===== src/rtl/register_file_if.sv =====
// Register file access bundle: one write port and two independent read ports.
//
// Signals:
//   write_enable  - commit write_data into register write_index at the clock edge
//   write_index   - register selected for writing
//   write_data    - value to store
//   read_index_a  - register selected for read port A
//   read_data_a   - contents of register read_index_a (combinational)
//   read_index_b  - register selected for read port B
//   read_data_b   - contents of register read_index_b (combinational)
//
// Modports: master drives indices/write data; slave (the register file) returns read data.
interface register_file_if #(
    parameter int DATA_WIDTH  = 16,
    parameter int INDEX_WIDTH = 2
);
    logic                   write_enable;
    logic [INDEX_WIDTH-1:0] write_index;
    logic [DATA_WIDTH-1:0]  write_data;
    logic [INDEX_WIDTH-1:0] read_index_a;
    logic [DATA_WIDTH-1:0]  read_data_a;
    logic [INDEX_WIDTH-1:0] read_index_b;
    logic [DATA_WIDTH-1:0]  read_data_b;

    modport master (
        output write_enable, write_index, write_data, read_index_a, read_index_b,
        input  read_data_a, read_data_b
    );

    modport slave (
        input  write_enable, write_index, write_data, read_index_a, read_index_b,
        output read_data_a, read_data_b
    );
endinterface


===== src/rtl/register_file.sv =====
// Register file: 2**INDEX_WIDTH registers of DATA_WIDTH bits, one synchronous write port and
// two asynchronous (combinational) read ports. Every register, including register 0, is
// writable.
//
// Ports:
//   clk   - clock; all state updates on its rising edge
//   reset - synchronous active-high clear of every register; overrides a same-cycle write
//   bus   - register_file_if.slave carrying the write port and both read ports
//
// Configuration:
//   REGISTER_FILE_WRITE_BYPASS_EN - when defined, a read of the register being written in the
//   current cycle (reset low) returns write_data combinationally. When undefined, reads
//   return stored contents only, so the new value appears after the writing edge.
module register_file #(
    parameter int DATA_WIDTH  = 16,
    parameter int INDEX_WIDTH = 2
) (
    input logic           clk,
    input logic           reset,
    register_file_if.slave bus
);
    localparam int NUM_REGS = 2 ** INDEX_WIDTH;

    logic [DATA_WIDTH-1:0] regs_q [NUM_REGS];
    logic [DATA_WIDTH-1:0] read_a;
    logic [DATA_WIDTH-1:0] read_b;

    always_ff @(posedge clk) begin
        if (reset) begin
            for (int i = 0; i < NUM_REGS; i++) begin
                regs_q[i] <= '0;
            end
        end else if (bus.write_enable) begin
            regs_q[bus.write_index] <= bus.write_data;
        end
    end

    always_comb begin
        read_a = regs_q[bus.read_index_a];
        read_b = regs_q[bus.read_index_b];
`ifdef REGISTER_FILE_WRITE_BYPASS_EN
        // Write-through: forward data that will be stored at the coming edge.
        if (!reset && bus.write_enable) begin
            if (bus.read_index_a == bus.write_index) read_a = bus.write_data;
            if (bus.read_index_b == bus.write_index) read_b = bus.write_data;
        end
`endif
    end

    assign bus.read_data_a = read_a;
    assign bus.read_data_b = read_b;
endmodule


===== src/flat_wrapper.sv =====
// flat-port wrapper written by rule: the top's interface ports become plain ports
module register_file_flat 
#(
    parameter int DATA_WIDTH  = 16,
    parameter int INDEX_WIDTH = 2
)
  (clk, reset, bus_write_enable, bus_write_index, bus_write_data, bus_read_index_a, bus_read_index_b, bus_read_data_a, bus_read_data_b);
  register_file_if #(.DATA_WIDTH(DATA_WIDTH), .INDEX_WIDTH(INDEX_WIDTH)) bus_i ();
  input logic clk;
  input logic reset;
  input wire logic [$bits(bus_i.write_enable)-1:0] bus_write_enable;
  input wire logic [$bits(bus_i.write_index)-1:0] bus_write_index;
  input wire logic [$bits(bus_i.write_data)-1:0] bus_write_data;
  input wire logic [$bits(bus_i.read_index_a)-1:0] bus_read_index_a;
  input wire logic [$bits(bus_i.read_index_b)-1:0] bus_read_index_b;
  output wire logic [$bits(bus_i.read_data_a)-1:0] bus_read_data_a;
  output wire logic [$bits(bus_i.read_data_b)-1:0] bus_read_data_b;
  assign bus_i.write_enable = bus_write_enable;
  assign bus_i.write_index = bus_write_index;
  assign bus_i.write_data = bus_write_data;
  assign bus_i.read_index_a = bus_read_index_a;
  assign bus_i.read_index_b = bus_read_index_b;
  assign bus_read_data_a = bus_i.read_data_a;
  assign bus_read_data_b = bus_i.read_data_b;
  register_file #(.DATA_WIDTH(DATA_WIDTH), .INDEX_WIDTH(INDEX_WIDTH)) u_core (.clk(clk), .reset(reset), .bus(bus_i));
endmodule

===== config.mk =====
export PLATFORM = sky130hd
export DESIGN_NAME = register_file_flat
export DESIGN_NICKNAME = d
export VERILOG_FILES = /design/src/rtl/register_file_if.sv /design/src/rtl/register_file.sv /design/src/flat_wrapper.sv
export SDC_FILE = /design/constraint.sdc
export NUM_CORES = 1
export LEC_CHECK = 0
export CELL_PAD_IN_SITES_DETAIL_PLACEMENT = 1
export CELL_PAD_IN_SITES_GLOBAL_PLACEMENT = 2
export CORE_MARGIN = 10
export CORE_UTILIZATION = 35
export DETAILED_ROUTE_END_ITERATION = 10
export GPL_ROUTABILITY_DRIVEN = 0
export PLACE_DENSITY_LB_ADDON = 0.1
export SLEW_MARGIN = 20
export SYNTH_ARGS = -nofsm -noshare
export SYNTH_HDL_FRONTEND = slang
export SYNTH_SLANG_ARGS = --single-unit
export TNS_END_PERCENT = 30

===== constraint.sdc =====
create_clock -name clk -period 2.9 [get_ports clk]
set_clock_uncertainty 0.05 [all_clocks]
set_input_delay 0.725 -clock clk [delete_from_list [all_inputs] [get_ports clk]]
set_output_delay 0.725 -clock clk [all_outputs]
set_load 0.005 [all_outputs]

Word level (Yosys, flattened, before mapping)
Memory sizes are Yosys's and may differ from the RTL's.
Index checks and enable logic that the tools add are counted.
Widths: inputs -> output; s select.
{ "totals": {"ff_bits": 0, "latch_bits": 0, "mem_bits_rw": 64, "rom_bits": 0, "input_bits": 25, "memories": 1} }
{ "op_classes": {"n_addsub": 0, "n_mul": 0, "div_mod_pow": 0, "order_cmp": 0, "eq_ne": 0, "shift": 0, "n_mux": 8, "n_bitwise": 0, "reduce_logical": 1} }
{ "memory_table": {"columns": ["memory", "depth", "width", "read_ports", "rd_clocked_by_memory_dff", "wr", "line", "source"], "rows": [
  ["u_core.regs_q", 4, 16, 2, 0, 4, "register_file.sv:24", "logic [DATA_WIDTH-1:0] regs_q [NUM_REGS];"]
]} }
{ "op_table": {"columns": ["op", "n"], "rows": [
  ["$mux 16", 1],
  ["$reduce_or 16->1", 1],
  ["$mux 1", 6],
  ["$mux 2", 1]
]} }

Logic depth before layout (Yosys ltp)
Gate-level depths: netlist (run 1).
{ "logic_depth": {"word_depth": 5, "depth_mapped": 3} }

Least setup slack after synthesis (run 1)
OpenSTA, ideal clock, no wires.
{ "synth_path": {"path_kind": "input-to-output", "start": "in bus_read_index_a[0]", "end": "out bus_read_data_a[10]", "t_arrival_ps": 1531, "setup_slack_ps": 594, "stages": 3, "cell_sequence": "buf_6 -> buf_6 -> mux4_2"} }
{ "synth_via": {"elab_chain_cells": 1} }
{ "synth_rtl": {"columns": ["element", "line", "source"], "rows": [
  ["start: declaration", "flat_wrapper.sv:14", "input wire logic [$bits(bus_i.read_index_a)-1:0] bus_read_index_a;"],
  ["$mem_v2 4x16", null, null],
  ["end: declaration", "flat_wrapper.sv:16", "output wire logic [$bits(bus_i.read_data_a)-1:0] bus_read_data_a;"]
]} }
No other way between the ends.

Worst setup path after layout (run 1)
{ "layout_path": {"start": "in bus_read_index_a[1]", "end": "out bus_read_data_a[2]"} }
Same word-level chain as after synthesis.

==> impl_metrics.env, run 1 <==
export IMPL_synth_nets=207
export IMPL_rsz0062_at_grt="no"
export IMPL_largest_register="u_core.regs_q"
export IMPL_drc=0
export IMPL_finalCritPeriodShare=0.980
export IMPL_die_height_um=116
export IMPL_drtAntennaViolNets=0
export IMPL_synth_top_family_by_area="multiplexers"
export IMPL_start_kind="primary input"
export IMPL_comb_power_share=0.180
export IMPL_dpl_hpwl_um=5890
export IMPL_grt_overflow=0
export IMPL_crit_arrival_ps=2070
export IMPL_seqPwrFrac=0.516
export IMPL_pin_count=57
export IMPL_hold_viol=0
export IMPL_path_class="primary input to output pin"
export IMPL_setup_tns_final_ps=0
export IMPL_initialDrtViolationCount=66
export IMPL_fillers=878
export IMPL_setup_viol=0
export IMPL_cp_startpoint="bus_read_index_a[1]"
export IMPL_antenna_found_initial=0
export IMPL_p_leak_nw=1.54
export IMPL_status="complete, no violations"
export IMPL_p_per_area_nw_per_um2=513
export IMPL_place_ws_ps=-355
export IMPL_dr_pass1_iters=4
export IMPL_ys_top_cells_by_area="edfxtp_1 60%, mux4_2 22%, and2_1 12%"
export IMPL_ys_flop_type="edfxtp_1"
export IMPL_setup_ws_ps=56.6
export IMPL_worstSetupEndpoint="bus_read_data_a[2]"
export IMPL_timing_fmax_mhz=352
export IMPL_cts_sinks=64
export IMPL_drt_wl_total_um=9310
export IMPL_final_util=0.482
export IMPL_async_reset_ff_frac=0
export IMPL_crit_required_ps=2120
export IMPL_p_sw_w=0.000540
export IMPL_numPortBuffers=56
export IMPL_swShare=0.247
export IMPL_core_um2=8850
export IMPL_synth_area_leader_cell="edfxtp_1"
export IMPL_root_buffer="clkbuf_8"
export IMPL_diodes=0
export IMPL_initial_core_util=0.365
export IMPL_fin_nets=280
export IMPL_cp_end_kind="output pin"
export IMPL_synth_yosys_seq_area_share=0.595
export IMPL_netlist_area_um2=3230
export IMPL_synth_simple_gate_area_frac=0.144
export IMPL_track_usage=0.148
export IMPL_num_vias=1916
export IMPL_instances_no_fill=368
export IMPL_slew_headroom=0.614
export IMPL_synth_common_cells="64 x and2_1, 64 x edfxtp_1, 32 x mux4_2, 4 x buf_2, 4 x buf_6"
export IMPL_clkTransAtPathRegs_ps=70
export IMPL_timing_final_max_slew_violations=0
export IMPL_synth_mux_area_frac=0.223
export IMPL_maxCapViolations=0
export IMPL_largest_reg_flops=64
export IMPL_avgSynthCellArea_um2=17.7
export IMPL_clk_path_buf_depth=2
export IMPL_synth_top_area_share=0.595
export IMPL_die_w_um=116
export IMPL_numCtsBuffers=9
export IMPL_grt_pass1_wl_um=14300
export IMPL_synthAdderAreaFrac=0
export IMPL_cts_setup_buffers=0
export IMPL_hold_path_class="primary input to register"
export IMPL_worstPathMaxFanout=8
export IMPL_via_per_inst=5.21
export IMPL_ys_warn_count=0
export IMPL_synth_compound_area_frac=0.0101
export IMPL_vdd_drop_max_mv=0.201
export IMPL_synth_edff_count=64
export IMPL_htree_levels=3
export IMPL_netlist_instances=182
export IMPL_drive_above_1_share=0.273
export IMPL_ys_ff_latch=64
export IMPL_dieArea_um2=13500
export IMPL_ys_types=15
export IMPL_routedWlPerCell_um=25.3
export IMPL_power_frac_clock=0.303
export IMPL_grt_max_degree=17
export IMPL_min_period_ps=2840
export IMPL_area_growth_pct=32.1
export IMPL_finalInstanceArea_um2=4270
export IMPL_postCtsHoldBufs=0
export IMPL_synth_xor_area_share=0
export IMPL_worst_pin_slew_ps=580
export IMPL_post_place_cells=348
export IMPL_dpl_cell_area_um2=4000
export IMPL_internal_power_w=0.00165
export IMPL_cts_tree="built"
export IMPL_rows=34
export IMPL_grt_pass1_vias=2253
export IMPL_largestRegisters="u_core.regs_q: 64 flops"
==> timing repair <==
item / CTS / global route
resized for setup: 23 / 1
gates cloned: 4 / 0
endpoints found under the setup margin: 32 / 1
==> layer usage <==
metal  share of wire  up-vias  routed length, um  global-route usage
met5               0        -                  0                   0
met4           0.011        0                102              0.0500
met3           0.042        9                388              0.0336
met2            0.53       43               4960               0.268
met1            0.41     1002               3860               0.170
li1                -      862                  -                   -
==> per-stage QoR <==
| stage | total power (W) | hold WS (ps) |
|---|---|---|
| 2_1_floorplan | 0.00130 | 873 |
| 3_3_place_gp | 0.00152 | 1390 |
| 3_5_place_dp | 0.00154 | 1400 |
| 4_1_cts | 0.00221 | 1050 |
| 5_1_grt | 0.00229 | 1070 |
| 6_report | 0.00219 | 1050 |
==> logic make-up after synthesis <==
family / after synthesis
buffers and inverters: 13
AOI/OAI and AO/OA: 4
and+or+nand+nor: 69
muxes: 32
DFF: 64
==> layout make-up <==
type                       count  area, um^2  share of cell area
sequential                    64        1920               0.450
multi-input combinational    105        1220               0.287
timing repair buffer          74         816               0.191
tap                          108         135              0.0317
clock buffer                  11         131              0.0308
clock inverter                 5        33.8             0.00792
inverter                       1        3.75            0.000880
==> how the worst min path moves through the flow <==
| stage | slack (ps) | to | startpoint | depth (start not counted) |
|---|---|---|---|---|
| 4_1_cts | 1050 | u_core.regs_q[0][8]$_SDFFCE_PN0P_ | bus_write_data[8] | 2 |
| 3_5_place_dp | 1400 | u_core.regs_q[2][11]$_SDFFCE_PN0P_ | bus_write_data[11] | 2 |
| 2_1_floorplan | 870 | u_core.regs_q[0][0]$_SDFFCE_PN0P_ | bus_write_data[0] | 1 |
| 6_report | 1050 | u_core.regs_q[0][8]$_SDFFCE_PN0P_ | bus_write_data[8] | 2 |
| 3_3_place_gp | 1390 | u_core.regs_q[2][9]$_SDFFCE_PN0P_ | bus_write_data[9] | 2 |
| 5_1_grt | 1070 | u_core.regs_q[2][0]$_SDFFCE_PN0P_ | bus_write_data[0] | 2 |
==> placed cells by master, fill, tap and decap left out <==
cell type / count
buf_12: 4
clkinv_2: 1
bufbuf_16: 2
nor4b_4: 1
clkinv_4: 2
clkinvlp_4: 1
clkbuf_8: 9
buf_4: 10
clkinv_1: 1
inv_1: 1
mux4_2: 32
o21bai_2: 2
edfxtp_1: 64
and4bb_1: 2
buf_2: 2
and2_1: 64
a31o_2: 2
nand2b_1: 1
clkdlybuf4s50_1: 44
clkbuf_1: 2
nor2b_2: 1
buf_16: 2
clkdlybuf4s15_1: 2
dlygate4sd2_1: 8
==> power by group through the flow <==
stage	combinational (W)	clock [W]	sequential, W
2_1_floorplan	0.000170	0	0.00113
3_3_place_gp	0.000386	0	0.00114
3_5_place_dp	0.000392	0	0.00115
4_1_cts	0.000406	0.000673	0.00113
5_1_grt	0.000423	0.000731	0.00114
6_report	0.000395	0.000664	0.00113
==> worst max-delay path, stage by stage <==
cell,delay [ps]
clkdlybuf4s15_1,280
bufbuf_16,320
mux4_2,280
clkdlybuf4s50_1,460
Note: power is estimated with default switching activity, not from simulation.
==> run 2: changes to the inputs <==
Settings changed: CORE_UTILIZATION 35 to 41.
==> impl_metrics.env, run 2 (synthesis results as in run 1) <==
export IMPL_worstPathCellList="buf_2 > buf_12 > mux4_2 > clkdlybuf4s50_1"
export IMPL_fillers=759
export IMPL_p_leak_nw=1.54
export IMPL_met1_usage=0.175
export IMPL_num_vias=1911
export IMPL_power_frac_clock=0.319
export IMPL_timing_final_max_slew_violations=0
export IMPL_cts_tree="built"
export IMPL_top_usage_layer="met2"
export IMPL_setup_tns_final_ps=0
export IMPL_initialDrtViolationCount=73
export IMPL_worst_pin_slew_ps=580
export IMPL_grt_overflow=0
export IMPL_drt_wl_total_um=8300
export IMPL_diodes=0
export IMPL_start_kind="primary input"
export IMPL_slowest_delay_ps=520
export IMPL_hold_viol=0
export IMPL_holdPathStages=2
export IMPL_maxCapViolations=0
export IMPL_hold_start="bus_write_data[3]"
export IMPL_antenna_found_initial=0
export IMPL_place_ws_ps=-371
export IMPL_finalInstanceArea_um2=4250
export IMPL_grt_pass1_vias=2270
export IMPL_comb_power_share=0.174
export IMPL_internal_power_w=0.00172
export IMPL_htree_levels=3
export IMPL_numCtsBuffers=9
export IMPL_instances_no_fill=362
export IMPL_die_w_um=109
export IMPL_drtAntennaViolNets=0
export IMPL_dieArea_um2=11800
export IMPL_postCtsHoldBufs=0
export IMPL_rows=32
export IMPL_track_usage=0.150
export IMPL_crit_arrival_ps=2060
export IMPL_cp_end_kind="output pin"
export IMPL_holdWs_ps=1070
export IMPL_crit_required_ps=2120
export IMPL_path_class="primary input to output pin"
export IMPL_met2_usage=0.267
export IMPL_initial_core_util=0.420
export IMPL_timing_fmax_mhz=352
export IMPL_setup_ws_ps=61.8
export IMPL_cp_slowest_cell="mux4_2"
export IMPL_post_place_cells=344
export IMPL_pin_count=57
export IMPL_multi_input_area_um2=1220
export IMPL_root_buffer="clkbuf_8"
export IMPL_setup_viol=0
export IMPL_grt_pass1_wl_um=13000
export IMPL_vdd_drop_max_mv=0.298
export IMPL_die_height_um=109
export IMPL_drc=0
export IMPL_fin_nets=281
export IMPL_seqPwrFrac=0.507
export IMPL_numPortBuffers=56
export IMPL_rsz0062_at_grt="no"
export IMPL_p_per_area_nw_per_um2=523
export IMPL_seq_area_um2=1920
export IMPL_slew_headroom=0.613
export IMPL_clk_path_buf_depth=2
export IMPL_area_growth_pct=31.5
export IMPL_largest_register="u_core.regs_q"
export IMPL_routedWlPerCell_um=22.9
export IMPL_p_sw_w=0.000501
export IMPL_swShare=0.226
export IMPL_worstPathMaxFanout=8
export IMPL_status="complete, no violations"
export IMPL_use_met3=0.0336
export IMPL_clkTransAtPathRegs_ps=70
export IMPL_via_per_inst=5.28
export IMPL_dpl_hpwl_um=5580
export IMPL_grt_max_degree=17
export IMPL_mostFrequentLayoutCells="64 x and2_1, 64 x edfxtp_1, 45 x clkdlybuf4s50_1, 32 x mux4_2, 12 x buf_4"
export IMPL_cts_sinks=64
export IMPL_core_um2=7690
export IMPL_largestRegisters="u_core.regs_q: 64 flops"
export IMPL_holdPathEnd="u_core.regs_q[0][3]$_SDFFCE_PN0P_"
export IMPL_dpl_cell_area_um2=4000
export IMPL_drive_above_1_share=0.277
export IMPL_largest_reg_flops=64
export IMPL_min_period_ps=2840
export IMPL_hold_path_class="primary input to register"
export IMPL_dr_pass1_iters=4
export IMPL_finalCritPeriodShare=0.979
[run 2: worst max-delay path, delay by kind of cell]
kind	cells	cell delay [ps]
mux	1	520
buf+inv	3	800
[run 2: how the worst max path moves through the flow]
stage,startpoint,endpoint,slack (ps),cells after the start
after floorplan,bus_read_index_a[0],bus_read_data_a[10],590,3
after global placement,bus_read_index_b[0],bus_read_data_b[4],-340,4
after detailed placement,bus_read_index_b[0],bus_read_data_b[10],-370,4
after CTS,bus_read_index_a[0],bus_read_data_a[5],-110,4
after global routing,bus_read_index_a[0],bus_read_data_a[11],5,4
final,bus_read_index_a[0],bus_read_data_a[11],60,4
[run 2: metal layers]
layer / share of wire / vias up
met3: 0.058 / 6
met1: 0.41 / 993
met4: 0.0058 / 0
met5: 0 / -
li1: - / 859
met2: 0.52 / 53
[run 2: timing repair]
action,in CTS,in global routing
gates cloned,3,0
gates resized for setup,18,5
setup endpoints to repair,32,10
setup buffers,0,0
[run 2: metrics by stage]
stage | util | power (W)
floorplan | - | 0.00130
detailed placement | 0.520 | 0.00154
CTS | 0.554 | 0.00225
finish | 0.553 | 0.00222
global route | 0.553 | 0.00232
global placement | 0.520 | 0.00152
[run 2: area by class of cell]
type                       instances  share of cell area
sequential                        64               0.452
timing repair buffer              75               0.187
inverter                           1            0.000884
tap                              102              0.0300
multi-input combinational        105               0.288
clock buffer                      10              0.0300
clock inverter                     5              0.0115
[run 2: power by group through the flow]
| stage | Clock [W] | Sequential (W) | Combinational, W |
|---|---|---|---|
| global route | 0.000763 | 0.00114 | 0.000417 |
| detailed placement | 0 | 0.00115 | 0.000389 |
| CTS | 0.000720 | 0.00113 | 0.000399 |
| finish | 0.000708 | 0.00113 | 0.000387 |
| global placement | 0 | 0.00114 | 0.000383 |
| floorplan | 0 | 0.00113 | 0.000170 |
